`config.mk`:
```
export PLATFORM = sky130hd
export DESIGN_NAME = wb_regfile_hilo_flat
export DESIGN_NICKNAME = d
export VERILOG_FILES = /design/src/rtl/wb_regfile_hilo_if.sv /design/src/rtl/wb_regfile_hilo.sv /design/src/flat_wrapper.sv
export SDC_FILE = /design/constraint.sdc
export NUM_CORES = 2
export LEC_CHECK = 0
export ABC_CLOCK_PERIOD_IN_PS = 4900
export CAP_MARGIN = 5
export CELL_PAD_IN_SITES_DETAIL_PLACEMENT = 1
export CELL_PAD_IN_SITES_GLOBAL_PLACEMENT = 2
export CORE_UTILIZATION = 47
export DETAILED_ROUTE_END_ITERATION = 7
export PLACE_DENSITY = 0.93
export REMOVE_ABC_BUFFERS = 1
export SYNTH_ARGS = -nofsm -noshare
export SYNTH_HDL_FRONTEND = slang
export SYNTH_SLANG_ARGS = --single-unit
```
`constraint.sdc`:
```
create_clock -name clk -period 4.9 [get_ports clk]
set_input_delay 0.49 -clock clk [delete_from_list [all_inputs] [get_ports clk]]
set_output_delay 0.49 -clock clk [all_outputs]
set_load 0.01 [all_outputs]
```
`src/rtl/wb_regfile_hilo_if.sv`:
```
// Write-back and read-port bundle between the MEM/WB and ID/EX stages
// and the architectural register file.
interface wb_regfile_hilo_if #(
  parameter int CNT_W = 32
);
  logic [4:0]       wb_wd;
  logic             wb_wreg;
  logic [31:0]      wb_wdata;
  logic             wb_whilo;
  logic [31:0]      wb_hi;
  logic [31:0]      wb_lo;
  logic             re1;
  logic [4:0]       raddr1;
  logic [31:0]      rdata1;
  logic             re2;
  logic [4:0]       raddr2;
  logic [31:0]      rdata2;
  logic [31:0]      hi_o;
  logic [31:0]      lo_o;
  logic [CNT_W-1:0] gpr_commit_cnt;
  logic [CNT_W-1:0] hilo_commit_cnt;

  modport master (
    output wb_wd, wb_wreg, wb_wdata, wb_whilo, wb_hi, wb_lo,
    output re1, raddr1, re2, raddr2,
    input  rdata1, rdata2, hi_o, lo_o, gpr_commit_cnt, hilo_commit_cnt
  );

  modport slave (
    input  wb_wd, wb_wreg, wb_wdata, wb_whilo, wb_hi, wb_lo,
    input  re1, raddr1, re2, raddr2,
    output rdata1, rdata2, hi_o, lo_o, gpr_commit_cnt, hilo_commit_cnt
  );
endinterface

```
`src/rtl/wb_regfile_hilo.sv`:
```
// Architectural GPR file plus HI/LO pair, written from MEM/WB, with
// same-cycle write-through bypass on all read ports and commit counters.
module wb_regfile_hilo #(
  parameter int REG_NUM = 32,
  parameter int CNT_W   = 32
) (
  input logic              clk,
  input logic              rst,
  wb_regfile_hilo_if.slave bus
);
  localparam int AW = 5;

  logic [31:0]      regs [REG_NUM];
  logic [31:0]      hi_q;
  logic [31:0]      lo_q;
  logic [CNT_W-1:0] gpr_cnt;
  logic [CNT_W-1:0] hilo_cnt;
  logic             gpr_we;

  // r0 is never written, so a write to address 0 is not a commit either.
  assign gpr_we = bus.wb_wreg && (bus.wb_wd != '0);

  // NOTE: the GPR array sits on the async reset because architectural
  // state must read zero right after reset; this forces flops, not a RAM.
  always_ff @(posedge clk or negedge rst) begin
    if (!rst) begin
      for (int i = 0; i < REG_NUM; i++) regs[i] <= '0;
    end else if (gpr_we) begin
      regs[bus.wb_wd] <= bus.wb_wdata;
    end
  end

  always_ff @(posedge clk or negedge rst) begin
    if (!rst) begin
      hi_q     <= '0;
      lo_q     <= '0;
      gpr_cnt  <= '0;
      hilo_cnt <= '0;
    end else begin
      if (bus.wb_whilo) begin
        hi_q     <= bus.wb_hi;
        lo_q     <= bus.wb_lo;
        hilo_cnt <= hilo_cnt + CNT_W'(1);
      end
      if (gpr_we) gpr_cnt <= gpr_cnt + CNT_W'(1);
    end
  end

  function automatic logic [31:0] read_port(input logic re, input logic [AW-1:0] addr);
    if (!re || addr == '0)                    return '0;
    else if (bus.wb_wreg && bus.wb_wd == addr) return bus.wb_wdata;
    else                                      return regs[addr];
  endfunction

  // NOTE: every combinational output gets a default first so no path
  // through the block leaves it unassigned and infers a latch.
  always_comb begin
    bus.rdata1 = '0;
    bus.rdata2 = '0;
    bus.hi_o   = '0;
    bus.lo_o   = '0;
    if (rst) begin
      bus.rdata1 = read_port(bus.re1, bus.raddr1);
      bus.rdata2 = read_port(bus.re2, bus.raddr2);
      bus.hi_o   = bus.wb_whilo ? bus.wb_hi : hi_q;
      bus.lo_o   = bus.wb_whilo ? bus.wb_lo : lo_q;
    end
  end

  assign bus.gpr_commit_cnt  = gpr_cnt;
  assign bus.hilo_commit_cnt = hilo_cnt;
endmodule
```
`src/flat_wrapper.sv`:
```
// flat-port wrapper written by rule: the top's interface ports become plain ports
module wb_regfile_hilo_flat 
#(
  parameter int REG_NUM = 32,
  parameter int CNT_W   = 32
)
  (clk, rst, bus_wb_wd, bus_wb_wreg, bus_wb_wdata, bus_wb_whilo, bus_wb_hi, bus_wb_lo, bus_re1, bus_raddr1, bus_re2, bus_raddr2, bus_rdata1, bus_rdata2, bus_hi_o, bus_lo_o, bus_gpr_commit_cnt, bus_hilo_commit_cnt);
  wb_regfile_hilo_if #(.CNT_W(CNT_W)) bus_i ();
  input logic clk;
  input logic rst;
  input wire logic [$bits(bus_i.wb_wd)-1:0] bus_wb_wd;
  input wire logic [$bits(bus_i.wb_wreg)-1:0] bus_wb_wreg;
  input wire logic [$bits(bus_i.wb_wdata)-1:0] bus_wb_wdata;
  input wire logic [$bits(bus_i.wb_whilo)-1:0] bus_wb_whilo;
  input wire logic [$bits(bus_i.wb_hi)-1:0] bus_wb_hi;
  input wire logic [$bits(bus_i.wb_lo)-1:0] bus_wb_lo;
  input wire logic [$bits(bus_i.re1)-1:0] bus_re1;
  input wire logic [$bits(bus_i.raddr1)-1:0] bus_raddr1;
  input wire logic [$bits(bus_i.re2)-1:0] bus_re2;
  input wire logic [$bits(bus_i.raddr2)-1:0] bus_raddr2;
  output wire logic [$bits(bus_i.rdata1)-1:0] bus_rdata1;
  output wire logic [$bits(bus_i.rdata2)-1:0] bus_rdata2;
  output wire logic [$bits(bus_i.hi_o)-1:0] bus_hi_o;
  output wire logic [$bits(bus_i.lo_o)-1:0] bus_lo_o;
  output wire logic [$bits(bus_i.gpr_commit_cnt)-1:0] bus_gpr_commit_cnt;
  output wire logic [$bits(bus_i.hilo_commit_cnt)-1:0] bus_hilo_commit_cnt;
  assign bus_i.wb_wd = bus_wb_wd;
  assign bus_i.wb_wreg = bus_wb_wreg;
  assign bus_i.wb_wdata = bus_wb_wdata;
  assign bus_i.wb_whilo = bus_wb_whilo;
  assign bus_i.wb_hi = bus_wb_hi;
  assign bus_i.wb_lo = bus_wb_lo;
  assign bus_i.re1 = bus_re1;
  assign bus_i.raddr1 = bus_raddr1;
  assign bus_i.re2 = bus_re2;
  assign bus_i.raddr2 = bus_raddr2;
  assign bus_rdata1 = bus_i.rdata1;
  assign bus_rdata2 = bus_i.rdata2;
  assign bus_hi_o = bus_i.hi_o;
  assign bus_lo_o = bus_i.lo_o;
  assign bus_gpr_commit_cnt = bus_i.gpr_commit_cnt;
  assign bus_hilo_commit_cnt = bus_i.hilo_commit_cnt;
  wb_regfile_hilo #(.REG_NUM(REG_NUM), .CNT_W(CNT_W)) u_core (.clk(clk), .rst(rst), .bus(bus_i));
endmodule
```
# Yosys cells after proc, flatten, opt, wreduce, memory -nomap -nowiden
# Index checks and enable logic that the tools add are counted.
# W data, S select, Z words.
dict set report totals {
  in_bits 117
  output_inout_bits 192
  elab_cells 77
  register_bits 1152
}
dict set report classes {
  n_lt_le_gt_ge 4
  n_reduce_logical 11
  n_mux 19
  n_addsub 2
  bitwise 3
  n_eq_ne 2
}
# cell count
set op_table {}
lappend op_table {{$bwmux W1024} 1}
lappend op_table {{$mux W32} 15}
lappend op_table {{$bmux W32 S5} 2}
lappend op_table {{$demux W32 S5} 1}
lappend op_table {{$add A32 B1 Y32 const B} 2}
lappend op_table {{$ge A6 B6 Y1 const B} 3}
lappend op_table {{$not A5 Y6} 3}
lappend op_table {{$eq A5 B5 Y1} 2}
lappend op_table {{$logic_not A5 Y1} 2}
lappend op_table {{$lt A6 B1 Y1 const B} 1}
lappend op_table {{$reduce_bool A5 Y1} 1}
lappend op_table {{$logic_and A1 B1 Y1} 4}
lappend op_table {{$logic_not A1 Y1} 2}
lappend op_table {{$logic_or A1 B1 Y1} 2}

# Depth between registers and ports, before layout
dict set report logic_depth {
  depth_word 7
  ltp_mapped 9
  mapped_depth_nobuf 6
}

# Worst setup path before layout
# No wires, ideal clock.
dict set report synth_timing {
  path_kind {input-to-output}
  from {in bus_raddr2[1]}
  to {out bus_rdata2[11]}
  n_path_buf 4
  stages 8
  t_arrival_ns 2.357
  required_ns 4.410
  slack_ns 2.053
  cell_sequence {buf_2 buf_4 buf_2 clkbuf_1 mux4_2 a22oi_1 a21oi_1 a221o_1}
}
dict set report synth_between {
  elab_chain_len 7
}
# element line
set synth_lines {}
lappend synth_lines {{start, declared} flat_wrapper.sv:20} ;# input wire logic [$bits(bus_i.raddr2)-1:0] bus_raddr2;
lappend synth_lines {{$not A5 Y6 (implied by the code)} wb_regfile_hilo.sv:52} ;# else return regs[addr];
lappend synth_lines {{$bmux W32 S5} wb_regfile_hilo.sv:52}
lappend synth_lines {{$mux W32 (implied by the code) (2 in series)} wb_regfile_hilo.sv:52}
lappend synth_lines {{$mux W32} wb_regfile_hilo.sv:51} ;# else if (bus.wb_wreg && bus.wb_wd == addr) return bus.wb_wdata;
lappend synth_lines {{$mux W32 *} wb_regfile_hilo.sv:50} ;# if (!re || addr == '0) return '0;
lappend synth_lines {{$mux W32 *} wb_regfile_hilo.sv:62} ;# if (rst) begin
lappend synth_lines {{end, declared} flat_wrapper.sv:22} ;# output wire logic [$bits(bus_i.rdata2)-1:0] bus_rdata2;
# Every way passes the cells marked *; elsewhere a longest branch is shown, timed or not. The select of a mux whose other input is x is not followed.

# Worst setup path after layout
dict set report layout_timing {
  from {in rst}
  to {out bus_rdata1[24]}
}
dict set report layout_between {
  elab_chain_len 1
}
# element line
set layout_lines {}
lappend layout_lines {{start, declared} flat_wrapper.sv:10} ;# input logic rst;
lappend layout_lines {{$mux W32} wb_regfile_hilo.sv:62}
lappend layout_lines {{end, declared} flat_wrapper.sv:21} ;# output wire logic [$bits(bus_i.rdata1)-1:0] bus_rdata1;
# No other way between the ends.

==> results.cfg <==
[outcome]
status = finished, final reports clean

[synthesis]
syn_area_per_cell_um2 = 14.1
yosysWarningCount = 0
synth-main-ff-cell = dfrtp_1
synth_common_cells = dfrtp_1, mux2_2, mux4_2
synthArstFlopShare = 1.00
synth_top_cell_by_area = dfrtp_1
ys_seq_area_frac = 0.476
synth.distinct_cells = 55
synth.most_common_cell = dfrtp_1
ys_seq_elements = 1152
postSynthCellCount = 4294
synthTopCellsByArea = dfrtp_1, mux2_2, mux4_2, mux2i_1, clkbuf_1
synth_edf_count = 0
synth_area_um2 = 60500
synth_top_area_frac = 0.476

[global_routing]
grt_pass1_vias = 45800
gr-usage-all-layers = 0.318
grt_pass1_wl_um = 310000
antenna_found_initial = 3
grt_max_degree = 178
grt_overflow = 0

[floorplanning]
core.rowCount = 131
die_w_um = 361
pin_count = 309
core-area_um2 = 128000
design.die.area_um2 = 130000
start_util = 0.474
dieHeight_um = 361

[setup_path]
reg2reg_from = u_core.bus.hilo_commit_cnt[0]
slowest_stage = nand3_1
crit_path_start = rst
critPathCaptureType = output pin
worst_ep_arrival_time_ns = 4.00
cp_max_fo = 41
worstPathRequired_ns = 4.41
path_cells = dlygate4sd3_1 > buf_8 > nand3_1 > nor2_4 > buf_4 > a221o_1 > clkdlybuf4s50_1
startpoint_type = primary input
crit_type = primary input to output pin
critPathMaxStageDelay_ns = 0.63

[layout]
nFillCells = 12000
fin_util = 0.548
area_growth_pct = 15.7
layout-drive-gt1-share = 0.422
nNetsFinal = 4550
stdcell_area_um2 = 70000

[drt]
drcViolationCount = 0
drt-wirelength-per-cell_um = 33.3
routed_via_density = 6.85
dr.pass1.iters = 5
drt-initial-drc-count = 4577
ant_nets = 0
wl_um = 206000
vias = 42500

[cts]
htreeDepth = 4
cts_tree = built
cts_buffers = 132
postCtsResizedCells = 0
clockRootBuffer = clkbuf_16
cts-hold-fix-buffers = 1
clockBufferDepth = 3
clk_pin_slew_ns = 0.06
post_cts_buffers = 0
cts_sinks = 1152
clk-insertion-delay-late_ns = 0.79

[timing]
fmax_mhz = 223
final_hold_viol_count = 0
finalMaxSlewViolations = 0
min_period_over_period = 0.916
slew-limit-headroom = 0.153
min_period_ns = 4.49
clock_skew_ns = 0.0210
rsz0062_at_grt = no
tightest_slew_ns = 1.27
setup_tns_ns = 0
setup-violations-final = 0

[pwr]
peakVddDrop_uv = 370
pwr-share-clk = 0.361
switchingPower_uw = 8210
p_sw_frac = 0.286
power.internal_uw = 20500
p_leak_uw = 0.0300
powerDensity_nw_per_um2 = 410
p_comb_frac = 0.197
power_frac_seq = 0.442

[place]
port_buffers = 308
dpl.hpwl_um = 120000
gp_congestion = 0.836
placed_area_um2 = 65500

[hold_path]
hp-class = primary input to flip-flop
hp-start = bus_wb_whilo

[job]
maxCapViolCount = 0
[worst max-delay path: cells and delay by family]
family                 cells  cell delay, ns
buffers and inverters      4            2.03
and+or+nand+nor            2            0.89
AOI/OAI and AO/OA          1            0.44
[worst paths after layout]
kind                            slack (ns)  depth (start not counted)                              to
max in group asynchronous             2.18                          4                u_core.regs[183]
worst max-delay path                  0.41                          7                  bus_rdata1[24]
worst max register to register        2.51                          6  u_core.bus.hilo_commit_cnt[28]
min in group asynchronous             0.26                          2                u_core.regs[217]
worst min-delay path                  0.25                          2   u_core.bus.hilo_commit_cnt[0]
worst min register to register        0.39                          0                u_core.regs[993]
[cells by family (layout without fill, tap and decap cells)]
group | count (synthesis) | after routing | synth area share
multiplexers | 1704 | 1704 | 0.384
flip-flops | 1152 | 1152 | 0.476
AO/OA/AOI/OAI | 516 | 516 | 0.0644
buffers and inverters | 468 | 707 | 0.0322
AND/OR/NAND/NOR | 380 | 380 | 0.0324
XOR/XNOR | 72 | 72 | 0.0105
adder cells (fa/ha/maj) | 2 | 2 | 0.000413
other | 0 | 4 | 0
[registers in the layout (all words and copies together) (netlist names)]
register / count
u_core.hi_q: 32
u_core.regs: 1024
u_core.bus.gpr_commit_cnt: 32
u_core.lo_q: 32
u_core.bus.hilo_commit_cnt: 32
[metal layers]
| layer | track usage | vias to the layer above | wire length [um] |
|---|---|---|---|
| li1 | - | 16700 | - |
| met1 | 0.410 | 23000 | 79600 |
| met2 | 0.507 | 2142 | 100000 |
| met3 | 0.0679 | 608 | 15900 |
| met4 | 0.163 | 2 | 10500 |
| met5 | 0 | - | 13 |
[power groups by stage]
stage	Sequential, uW	Clock (uW)	Combinational, uW
after CTS	12600	10500	5650
final	12700	10400	5660
after floorplan	12200	0	3630
after detailed placement	12700	0	5530
after global routing	12900	10800	6010
after global placement	12500	0	5290
[stage by stage]
step / cells / hold WS [ns] / total power (uW) / setup WS, ns
finish: 6199 / 0.249 / 28700 / 0.414
global route: 6195 / 0.275 / 29700 / 0.383
floorplan: 3830 / 0.194 / 15800 / 0.732
detailed placement: 5958 / 0.384 / 18200 / 0.615
CTS: 6195 / 0.207 / 28700 / 0.516
global placement: 5958 / 0.377 / 17800 / 0.595
[cells in the final DEF (no fill, tap or decap), types with 50 or more instances in the layout]
| cell type | synthesis | final |
|---|---|---|
| xnor2_1 | 53 | 53 |
| buf_4 | 2 | 137 |
| mux2i_1 | 219 | 219 |
| and2_1 | 69 | 67 |
| a221oi_1 | 108 | 108 |
| mux2_2 | 1084 | 1084 |
| a21oi_1 | 50 | 50 |
| nand2_1 | 107 | 92 |
| o21ai_0 | 60 | 60 |
| a22oi_1 | 83 | 83 |
| clkdlybuf4s50_1 | 0 | 298 |
| clkbuf_16 | 0 | 134 |
| dfrtp_1 | 1152 | 1152 |
| mux4_2 | 384 | 384 |
[final cells by class]
type / count / area [um2] / area share
repair buffers: 467 / 4590 / 0.0655
inverters: 4 / 16.3 / 0.000232
clock inverters: 42 / 601 / 0.00858
multi-input cells: 2674 / 30000 / 0.428
diodes: 4 / 10.0 / 0.000143
flip-flops and latches: 1152 / 28800 / 0.412
well taps: 1662 / 2080 / 0.0297
clock buffers: 194 / 3910 / 0.0558
Note: power is estimated with default switching activity, not from simulation.
